## src/rtl/lab20_decoder_hold.sv

```systemverilog
// Registered binary-to-one-hot decoder with valid/ready handshake.
// Each accepted code drives its one-hot line for HOLD_CYCLES clocks, then pulses done.
module lab20_decoder_hold #(
  parameter int unsigned DATA_SIZE   = 2,
  parameter int unsigned HOLD_CYCLES = 4,
  parameter int unsigned CNT_W       = 8
) (
  input  logic                      clk,
  input  logic                      rst,
  input  logic [DATA_SIZE-1:0]      code,
  input  logic                      code_valid,
  output logic                      code_ready,
  input  logic                      clr,
  output logic [(2**DATA_SIZE)-1:0] y,
  output logic                      y_valid,
  output logic                      done,
  output logic [CNT_W-1:0]          accept_cnt
);

  localparam int unsigned OUT_W   = 2**DATA_SIZE;
  localparam int unsigned TIMER_W = 8;

  typedef enum logic {
    S_IDLE = 1'b0,
    S_HOLD = 1'b1
  } state_t;

  state_t             r_state;
  state_t             w_state_next;
  logic [OUT_W-1:0]   r_y;
  logic [OUT_W-1:0]   w_y_next;
  logic               r_y_valid;
  logic               w_y_valid_next;
  logic               r_done;
  logic               w_done_next;
  logic [TIMER_W-1:0] r_timer;
  logic [TIMER_W-1:0] w_timer_next;
  logic [CNT_W-1:0]   r_cnt;
  logic [CNT_W-1:0]   w_cnt_next;

  // State and output registers
  always_ff @(posedge clk or posedge rst) begin
    if (rst) begin
      r_state   <= S_IDLE;
      r_y       <= '0;
      r_y_valid <= 1'b0;
      r_done    <= 1'b0;
      r_timer   <= '0;
      r_cnt     <= '0;
    end else begin
      r_state   <= w_state_next;
      r_y       <= w_y_next;
      r_y_valid <= w_y_valid_next;
      r_done    <= w_done_next;
      r_timer   <= w_timer_next;
      r_cnt     <= w_cnt_next;
    end
  end

  // Next-state logic; clr overrides any accept or hold expiry
  always_comb begin
    w_state_next   = r_state;
    w_y_next       = r_y;
    w_y_valid_next = r_y_valid;
    w_done_next    = 1'b0;
    w_timer_next   = r_timer;
    w_cnt_next     = r_cnt;

    if (clr) begin
      w_state_next   = S_IDLE;
      w_y_next       = '0;
      w_y_valid_next = 1'b0;
      w_timer_next   = '0;
    end else begin
      unique case (r_state)
        S_IDLE: begin
          if (code_valid) begin
            w_state_next   = S_HOLD;
            w_y_next       = OUT_W'(1) << code;
            w_y_valid_next = 1'b1;
            w_timer_next   = TIMER_W'(HOLD_CYCLES - 1);
            if (!(&r_cnt)) begin
              w_cnt_next = r_cnt + CNT_W'(1);
            end
          end
        end
        S_HOLD: begin
          if (r_timer != '0) begin
            w_timer_next = r_timer - TIMER_W'(1);
          end else begin
            w_state_next   = S_IDLE;
            w_y_next       = '0;
            w_y_valid_next = 1'b0;
            w_done_next    = 1'b1;
          end
        end
        default: begin
          w_state_next = S_IDLE;
        end
      endcase
    end
  end

  assign code_ready = (r_state == S_IDLE);
  assign y          = r_y;
  assign y_valid    = r_y_valid;
  assign done       = r_done;
  assign accept_cnt = r_cnt;

endmodule

```

## config.mk

```make
export PLATFORM = sky130hd
export DESIGN_NAME = lab20_decoder_hold
export DESIGN_NICKNAME = d
export VERILOG_FILES = /design/src/rtl/lab20_decoder_hold.sv
export SDC_FILE = /design/constraint.sdc
export NUM_CORES = 1
export LEC_CHECK = 0
export BUFFER_PORTS_ARGS = -buffer_cell sky130_fd_sc_hd__buf_4
export CAP_MARGIN = 20
export CORE_ASPECT_RATIO = 0.9
export CORE_MARGIN = 3
export CORE_UTILIZATION = 50
export CTS_CLUSTER_SIZE = 28
export DETAILED_ROUTE_END_ITERATION = 10
export PLACE_DENSITY = 0.82
export SETUP_SLACK_MARGIN = 0.02
export SYNTH_ARGS = -nofsm -noshare
export SYNTH_HDL_FRONTEND = slang
export SYNTH_SLANG_ARGS = --single-unit
```

## constraint.sdc

```tcl
create_clock -name clk -period 1.9 [get_ports clk]
set_clock_uncertainty 0.1 [all_clocks]
set_input_delay 0.285 -clock clk [delete_from_list [all_inputs] [get_ports clk]]
set_output_delay 0.285 -clock clk [all_outputs]
set_load 0.05 [all_outputs]
```

==> run summary, run 1 <==
The run finished with clean final reports. For this run, the leading register cell type out of synthesis is sky130_fd_sc_hd__dfrtp_1. Dividing total power by cell area gives a power density of 1303 nW/µm².

The post-layout instance area is 1470 µm², and the worst reg2reg path depth is 4. Summed over all nets, the half-perimeter wirelength after detailed placement is 1980 µm. Setup repair after global routing left no endpoint under its margin. Summed over all layers, the global routing overflow is 0.

The tools report the startpoint of the worst-slack reg-to-reg timing path as r_timer[5]$_DFFE_PP0P_. The design draws 1.915 mW. Clock-pin slew was measured on the worst setup and hold paths at 120 ps. Uppermost metal layer occupied by signal nets: met4. Across all layers, the routed design uses 1,063 vias. STA classifies the critical path endpoint as a register. Net switching is 47.08% of the power. The dominant cell by count in the synthesized netlist is sky130_fd_sc_hd__dfrtp_1. The worst-case IR drop observed on VDD is 0.0009183 V. Worst-margin pin slew: 416.3 ps. The logs give 0 for the diode insertion count for antenna repair and 981 for the via count of the first global-routing pass. In this run the most critical hold path is launched from clr. The maximum number of pins on one net before global-route repair came out at 15. The row count was 16; the sum of met3 wire segment lengths after detailed routing was 172 µm. Across the run, the number of max-cap violations was 0. The standard cell with the maximum stage delay on the critical path is sky130_fd_sc_hd__dfrtp_1.

The kind of launch point of the worst setup path was a register. After synthesis the netlist holds a flip-flop and latch count of 23. Each instance of the synthesized netlist takes up on average 9.869 µm².

The CTS buffer count is 3, and the overall die width is 58.36 µm. The placed instances occupy a cell area of 1425 µm². Setup violations remaining at the end of the flow were counted as 0. Critical setup path kind: reg -> reg. The number of cells on the worst hold path is 2, and the share of total power in sequential cells is 38.8%. Global routing consumed, over all layers together, 19.06% of the routing resources.

The residual antenna-violating net count after detailed routing was 0; the area added between synthesis and finish was 19.17%. Once the floorplan was initialized, standard cells occupied 54.54% of the core. The depth of the CTS H-tree came out at 1. The commonest cells after synthesis are sky130_fd_sc_hd__dfrtp_1, sky130_fd_sc_hd__nor2_1, sky130_fd_sc_hd__a21oi_1, sky130_fd_sc_hd__a31oi_1, sky130_fd_sc_hd__inv_1. The number of optimization iterations in the first detailed-route pass is 4.

Of the total power, combinational logic draws 49.8%. The portion of the clock cycle consumed by the worst path in the final layout was 91.15%. In the final layout, the share of cells above drive strength 1 is 24.16%. Path category of the worst min-delay check: in -> reg.

The clock network accounts for 11.3% of the total power. Of all nets on the critical path, the largest fanout is 6. For this run, the slowest stage of the critical path takes 450 ps. The tools report the achievable frequency as 0.5774 GHz.

The net switching power came out at 901.7 µW. The placer congestion estimate was 0.9002. The synthesized design devotes to its leading area cell type 46.65% of total area. By area the synthesized netlist is led by sky130_fd_sc_hd__dfrtp_1, sky130_fd_sc_hd__nor2_1, sky130_fd_sc_hd__a31oi_1.

The logs give 1860 ps for the worst path arrival time and 4409 µm for the global-route wire length before repair. The total wire length is 2631 µm. Yosys printed 0 warnings. The die covers 3100 µm². Fraction of synthesis flops using an asynchronous set or reset pin: 100.0%. Sequential cell area fraction in the yosys report: 46.65%.

The number of nets in the synthesized netlist is 133. The final critical-path required period came out at 1732 ps. The logs give 0 for the count of pins over their slew limit and 40 for the number of distinct standard cells referenced by the synthesized netlist. The floorplan core area came out at 2262 µm². The worst relative slew slack is 72.15%, and the leakage power of the design is 0.6721 nW. The logs give 1117 µm for the wire length on met1 and 125 for the cell count after synthesis. Traced cell by cell, the critical path runs through nor3_1 -> nand2_2 -> a311o_1 -> a31oi_1.

The logs give 0 for the count of final hold-check violations and 0 for the buffers inserted during post-CTS setup optimization. The logs give 56 for the count of routing violations after the opening detailed-route iteration and 1234 µm² for the post-synthesis instance area. The capture instance of the worst register-to-register path is r_timer[4]$_DFFE_PP0P_. The tools report the final setup TNS as 0 ps. Counting along the longest clock path gives a buffer depth of 2.

For the number of antenna violations at the first check in global routing, the log shows 0. Dividing the detail-routed wire length by the instance count gives 14.95 µm. The run gives 21 as the top-level I/O count. Internal power comes to 1.014 mW. For the worst setup path, the data required time is 2020 ps.

Dividing the detail-routed via count by the number of cells gives 6.040. For the total number of clock tree sinks, the log shows 23. The floorplan die height works out to 53.13 µm. Counting the fill cells in the layout gives 178. TritonCTS built the clock tree. Setup slack of the most critical reg-to-reg path: 170 ps. The number of enable-type register cells in the synthesized netlist works out to 0. The root buffer cell chosen for the clock tree is sky130_fd_sc_hd__clkbuf_4. In the detailed route, the total length drawn on met2 is 1330 µm. For hold timing, the worst endpoint is y[1]$_DFFE_PP0P_.

After detailed routing, the number of remaining DRC violations is 0. At the later pin of the worst-skew pair, clock insertion delay measures 310 ps. The net count of the finished layout came out at 158. The largest total area in the synthesized netlist belongs to sky130_fd_sc_hd__dfrtp_1.

In this run the tool buffered the top-level ports with 20 buffer cells.
[state kept, by name, summed over array words and instances (netlist names)]
name	cells
r_state	1
y_valid	1
r_timer	8
done	1
y	4
accept_cnt	8
[cell usage in the layout, fill, tap and decap left out, types with 3 or more instances in the layout]
master / count
sky130_fd_sc_hd__a21oi_1: 8
sky130_fd_sc_hd__a31oi_1: 7
sky130_fd_sc_hd__buf_4: 23
sky130_fd_sc_hd__clkbuf_4: 3
sky130_fd_sc_hd__dfrtp_1: 22
sky130_fd_sc_hd__inv_1: 7
sky130_fd_sc_hd__nand2_1: 5
sky130_fd_sc_hd__nand2b_1: 3
sky130_fd_sc_hd__nand3_1: 4
sky130_fd_sc_hd__nand3b_1: 3
sky130_fd_sc_hd__nor2_1: 15
sky130_fd_sc_hd__nor3_1: 3
sky130_fd_sc_hd__o2111ai_1: 3
sky130_fd_sc_hd__xnor2_1: 3
sky130_fd_sc_hd__xor2_1: 4
[worst max path at each step]
stage                               from                   endpoint  slack (ps)  cells past startpoint
2_1_floorplan  accept_cnt[1]$_DFFE_PP0P_  accept_cnt[7]$_DFFE_PP0P_          30                      5
3_3_place_gp      r_timer[5]$_DFFE_PP0P_     r_timer[4]$_DFFE_PP0P_         230                      4
3_5_place_dp      r_timer[1]$_DFFE_PP0P_     r_timer[1]$_DFFE_PP0P_         170                      5
4_1_cts           r_timer[1]$_DFFE_PP0P_     r_timer[1]$_DFFE_PP0P_         160                      5
5_1_grt           r_timer[5]$_DFFE_PP0P_     r_timer[0]$_DFFE_PP0P_          70                      4
6_report          r_timer[5]$_DFFE_PP0P_     r_timer[4]$_DFFE_PP0P_         170                      4
[kinds of logic (layout without fill, tap and decap cells)]
kind of cell	Yosys count	count (layout)	synth area share, %
mux	3	3	2.738
flops	23	23	46.65
fa+ha+maj	2	2	2.028
simple gates	48	48	22.52
xor+xnor	7	7	4.970
buf+inv	11	35	3.448
compound gates	31	31	17.65
[area by class of cell]
| cell class | count | area, µm² | share of cell area (%) |
|---|---|---|---|
| inverters | 7 | 26.28 | 1.787 |
| clock buffers | 4 | 26.28 | 1.787 |
| well taps | 27 | 33.78 | 2.298 |
| repair buffers | 24 | 182.7 | 12.43 |
| multi-input cells | 91 | 624.3 | 42.47 |
| flip-flops and latches | 23 | 576.8 | 39.23 |
[what timing repair did]
item | in CTS | in global routing
setup endpoints to repair | 0 | 2
resized for setup | 0 | 2
endpoints found under the hold margin | 9 | 0
hold buffers | 1 | 0
[power by group through the flow]
stage	Clock (mW)	Sequential [mW]	Combinational, mW
after detailed placement	0	0.745	0.945
after global placement	0	0.733	0.916
after floorplan	0	0.961	0.454
final	0.217	0.744	0.955
after CTS	0.230	0.736	0.951
after global routing	0.248	0.770	1.03
[metrics by stage]
stage          std cells  hold slack (ps)  util, %  setup slack, ps
2_1_floorplan        125            186.9        -            32.58
3_5_place_dp         171            195.3    63.00            174.5
6_report             176            130.3    64.99            168.1
5_1_grt              176            130.9    64.99            67.55
3_3_place_gp         171            178.2    63.00            226.3
4_1_cts              176            124.0    64.60            157.4
[routing by layer]
| layer | track usage (%) | up-vias |
|---|---|---|
| li1 | - | 509 |
| met1 | 24.35 | 518 |
| met2 | 31.04 | 34 |
| met3 | 5.366 | 2 |
| met4 | 6.178 | 0 |
| met5 | 0 | - |
[worst max-delay path, delay by kind of cell (launching register included)]
| family | cells | cell delay (ps) |
|---|---|---|
| and+or+nand+nor | 2 | 530 |
| DFF | 1 | 450 |
| AOI/OAI and AO/OA | 2 | 560 |
(Power assumes the default switching activity.)
==> run 2: changes to the inputs <==
--- a/config.mk
+++ b/config.mk
@@ -9,10 +9,10 @@
 export CAP_MARGIN = 20
 export CORE_ASPECT_RATIO = 0.9
 export CORE_MARGIN = 3
-export CORE_UTILIZATION = 50
+export CORE_UTILIZATION = 49
 export CTS_CLUSTER_SIZE = 28
 export DETAILED_ROUTE_END_ITERATION = 10
-export PLACE_DENSITY = 0.82
+export PLACE_DENSITY = 0.84
 export SETUP_SLACK_MARGIN = 0.02
 export SYNTH_ARGS = -nofsm -noshare
 export SYNTH_HDL_FRONTEND = slang
==> constraint.sdc (replaced) <==
create_clock -name clk -period 1.5 [get_ports clk]
set_clock_uncertainty 0.1 [all_clocks]
set_input_delay 0.225 -clock clk [delete_from_list [all_inputs] [get_ports clk]]
set_output_delay 0.225 -clock clk [all_outputs]
set_load 0.05 [all_outputs]
==> run summary, run 2 (same netlist as run 1, synthesis figures left out) <==
The standard cell with the maximum stage delay on the critical path was sky130_fd_sc_hd__dfrtp_1. The total wire length was 4086 µm (+55%); the overall die width was 58.89 µm (+0.91%). The buffering stage count on the worst path with inverters included was 1 (+1); the placer congestion estimate was 0.8938 (-0.71%). The path class of the tightest hold or removal check is in -> reg. The critical path required time came out at 1610 ps (-410 ps). The tools report the clock insertion delay at the later pin of the skew report as 310 ps (about the same). Kind of launch point of the worst setup path: a register.

The number of optimization iterations in the first detailed-route pass was 4 (unchanged). Internal portion of total power: 1.858 mW (+83%). The worst setup slack after placement is -53.39 ps (-227.9 ps). The worst hold path begins at code[0]. The row count came out at 16 (unchanged). The peak ir drop on the vdd network came out at 0.001515 V (+65%).

The tools report the residual antenna-violating net count after detailed routing as 0 (unchanged). The tree is rooted in a sky130_fd_sc_hd__clkbuf_4. TritonCTS built the clock tree. For the setup slack of the most critical reg-to-reg path, the log shows -170 ps (-340 ps).

The run finished, with violations left. The worst hold endpoint is y[3]$_DFFE_PP0P_. Setup repair after global routing could not meet its margin everywhere.

The run gives -175.0 ps (-343.0 ps) as the worst path setup slack after routing. The number of cells on the worst hold path came out at 3 (+1). The total number of clock tree sinks came out at 23 (unchanged).

The number of antenna violations at the first check in global routing was 0 (unchanged); the share of total power in sequential cells was 28.9% (-9.9 points). The effective utilization at floorplan is 54.06% (-0.48 points). The checks that failed: negative setup slack.

The area added between synthesis and finish is 63.08%, and the remaining routing DRC violations is 0 (unchanged). Count of pins over their slew limit: 0 (unchanged). The top cell types in the final layout, fill and taps aside, are sky130_fd_sc_hd__buf_4, sky130_fd_sc_hd__dfrtp_1, sky130_fd_sc_hd__nor2_1. The run gives 0 (unchanged) as the global-route congestion overflow total.

The run gives 0 (unchanged) as the diode insertion count for antenna repair. The critical path capture point type was a register. The tools report the net count of the finished layout as 195 (+23%).

The run gives 21 (unchanged) as the top-level I/O count. Number of buffers on the longest clock path: 2 (unchanged). The maximum single-stage delay on the critical path is 410 ps (-40 ps), and the routed via count divided by cell count is 5.986 (-0.89%). For the number of standard cells in the final layout excluding fillers, the log shows 213 (+21%). Traced cell by cell, the critical path runs through inv_2 -> ha_4 -> nand3b_1 -> o2111ai_1 -> xor2_1 -> nor2_1. The maximum number of pins on one net before global-route repair was 24 (+9). The combinational power share was 62.8% (+13 points). The most common library cell in the layout ignoring fill and taps is sky130_fd_sc_hd__buf_4. The full die area was 3157 µm² (+1.8%); the global routing usage summed across all routing layers was 24.03% (+5.0 points).

The global-route wire length before repair was 5609 µm (+27%). The capture instance of the worst register-to-register path was r_timer[5]$_DFFE_PP0P_. The via count of the first global-routing pass is 1,206 (+23%), and the final setup violation count is 16 (+16).

The logs give 1,275 (+20%) for the via total after detailed routing and 2361 µm (+19%) for the HPWL reported at the end of detailed placement. The leakage power of the design is 0.8893 nW (+32%). The worst reg2reg path depth is 6 (+2).

The worst register-to-register path begins at r_timer[1]$_DFFE_PP0P_. Net switching power: 1.535 mW (+70%). For the clock share of power, the log shows 8.3% (-3.0 points). The power density relative to cell area was 1687 nW/µm² (+29%); the clock transition at the registers of the reported paths was 120 ps (about the same). The tools report the count of routing violations after the opening detailed-route iteration as 76 (+36%).

The CTS buffer count is 3 (unchanged). The run gives 1 (unchanged) as the depth of the CTS H-tree. The floorplan die height came out at 53.60 µm (+0.89%). The critical setup path kind was reg -> reg. The worst-margin pin slew is 284.4 ps (-131.9 ps), and the maximum fanout along the worst path is 5 (-1).

Switching share of power: 45.24% (-1.8 points). The max-capacitance violation count came out at 0 (unchanged). The final critical-path required period is 1675 ps (-56.96 ps). The portion of the clock cycle consumed by the worst path in the final layout works out to 111.7% (+21 points).

The floorplan core area is 2282 µm² (+0.88%). The worst relative slew slack is 80.89% (+8.7 points), and the share of final-layout standard cells stronger than drive strength 1 is 60.22% (+36 points). The run gives 0 (unchanged) as the count of final hold-check violations.

The dominant delay contributor by cell family on the critical path was flip-flops. For the achievable frequency, the log shows 0.5970 GHz (+3.4%). The total instance count after detailed placement was 195 (+14%). The number of I/O port buffers works out to 20 (unchanged).

The routed length per instance is 19.18 µm (+28%), and the worst path arrival time is 1780 ps (-80 ps).
run 2: cell count changes in the layout (fill, tap and decap cells not counted), moves of 3 or more:
cell	delta
sky130_fd_sc_hd__a21oi_1	-3
sky130_fd_sc_hd__a21oi_2	+3
sky130_fd_sc_hd__buf_4	+25
sky130_fd_sc_hd__buf_6	+9
sky130_fd_sc_hd__buf_8	+3
sky130_fd_sc_hd__dfrtp_1	-9
sky130_fd_sc_hd__dfrtp_2	+9
sky130_fd_sc_hd__inv_1	-3
sky130_fd_sc_hd__nor2_1	-3
run 2: repair_timing:
action / CTS / global route
hold buffers: 1 / 0
setup endpoints to repair: 19 / 23
gates resized for setup: 12 / 36
endpoints found under the hold margin: 23 / 0
pin swaps: 4 / 20
setup buffers: 3 / 10
run 2: cell type report:
cell class                      count  area, µm²
Multi-Input combinational cell     91      818.3
Sequential cell                    23      588.1
Timing Repair Buffer               61      516.7
Fill cell                         100      270.3
Tap cell                           27      33.78
Inverter                            7      28.78
Clock buffer                        4      26.28
run 2: worst max-delay path by stage:
stage | startpoint | depth (start not counted) | slack, ps | to
after floorplan | accept_cnt[0]$_DFFE_PP0P_ | 5 | -190 | accept_cnt[7]$_DFFE_PP0P_
final | r_timer[1]$_DFFE_PP0P_ | 6 | -170 | r_timer[5]$_DFFE_PP0P_
after global routing | accept_cnt[0]$_DFFE_PP0P_ | 5 | -220 | accept_cnt[5]$_DFFE_PP0P_
after global placement | r_timer[5]$_DFFE_PP0P_ | 4 | -10 | r_timer[7]$_DFFE_PP0P_
after detailed placement | r_timer[5]$_DFFE_PP0P_ | 4 | -50 | r_timer[4]$_DFFE_PP0P_
after CTS | r_timer[1]$_DFFE_PP0P_ | 5 | -60 | r_timer[1]$_DFFE_PP0P_
run 2: power by group through the flow:
stage | Sequential [mW] | Clock, mW | Combinational, mW
final | 0.980 | 0.281 | 2.13
after global routing | 0.996 | 0.320 | 2.27
after CTS | 0.956 | 0.292 | 1.62
after detailed placement | 0.957 | 0 | 1.51
after global placement | 0.938 | 0 | 1.45
after floorplan | 1.26 | 0 | 0.632
run 2: metrics by stage:
step	instance area, µm²	hold WS (ps)	utilization, %	total power [mW]	setup TNS, ps
finish	2012	107.2	88.16	3.393	-952.2
global route	2012	98.57	88.16	3.582	-1963
CTS	1764	87.66	77.30	2.864	-343.1
detailed placement	1657	197.4	72.59	2.463	-235.8
global placement	1657	184.4	72.59	2.391	-48.07
floorplan	1296	126.4	-	1.887	-404.0
run 2: tightest hold or removal path, delay by kind of cell:
family / cells / cell delay, ps
buffers and inverters: 1 / 90
and+or+nand+nor: 1 / 70
AOI/OAI and AO/OA: 1 / 100
run 2: per-layer routing:
layer / vias to the layer above / routed length [µm] / track usage, %
li1: 585 / - / -
met1: 638 / 1620 / 29.80
met2: 42 / 2162 / 41.73
met3: 10 / 214 / 6.715
met4: 0 / 89 / 5.660
met5: - / 0 / 0
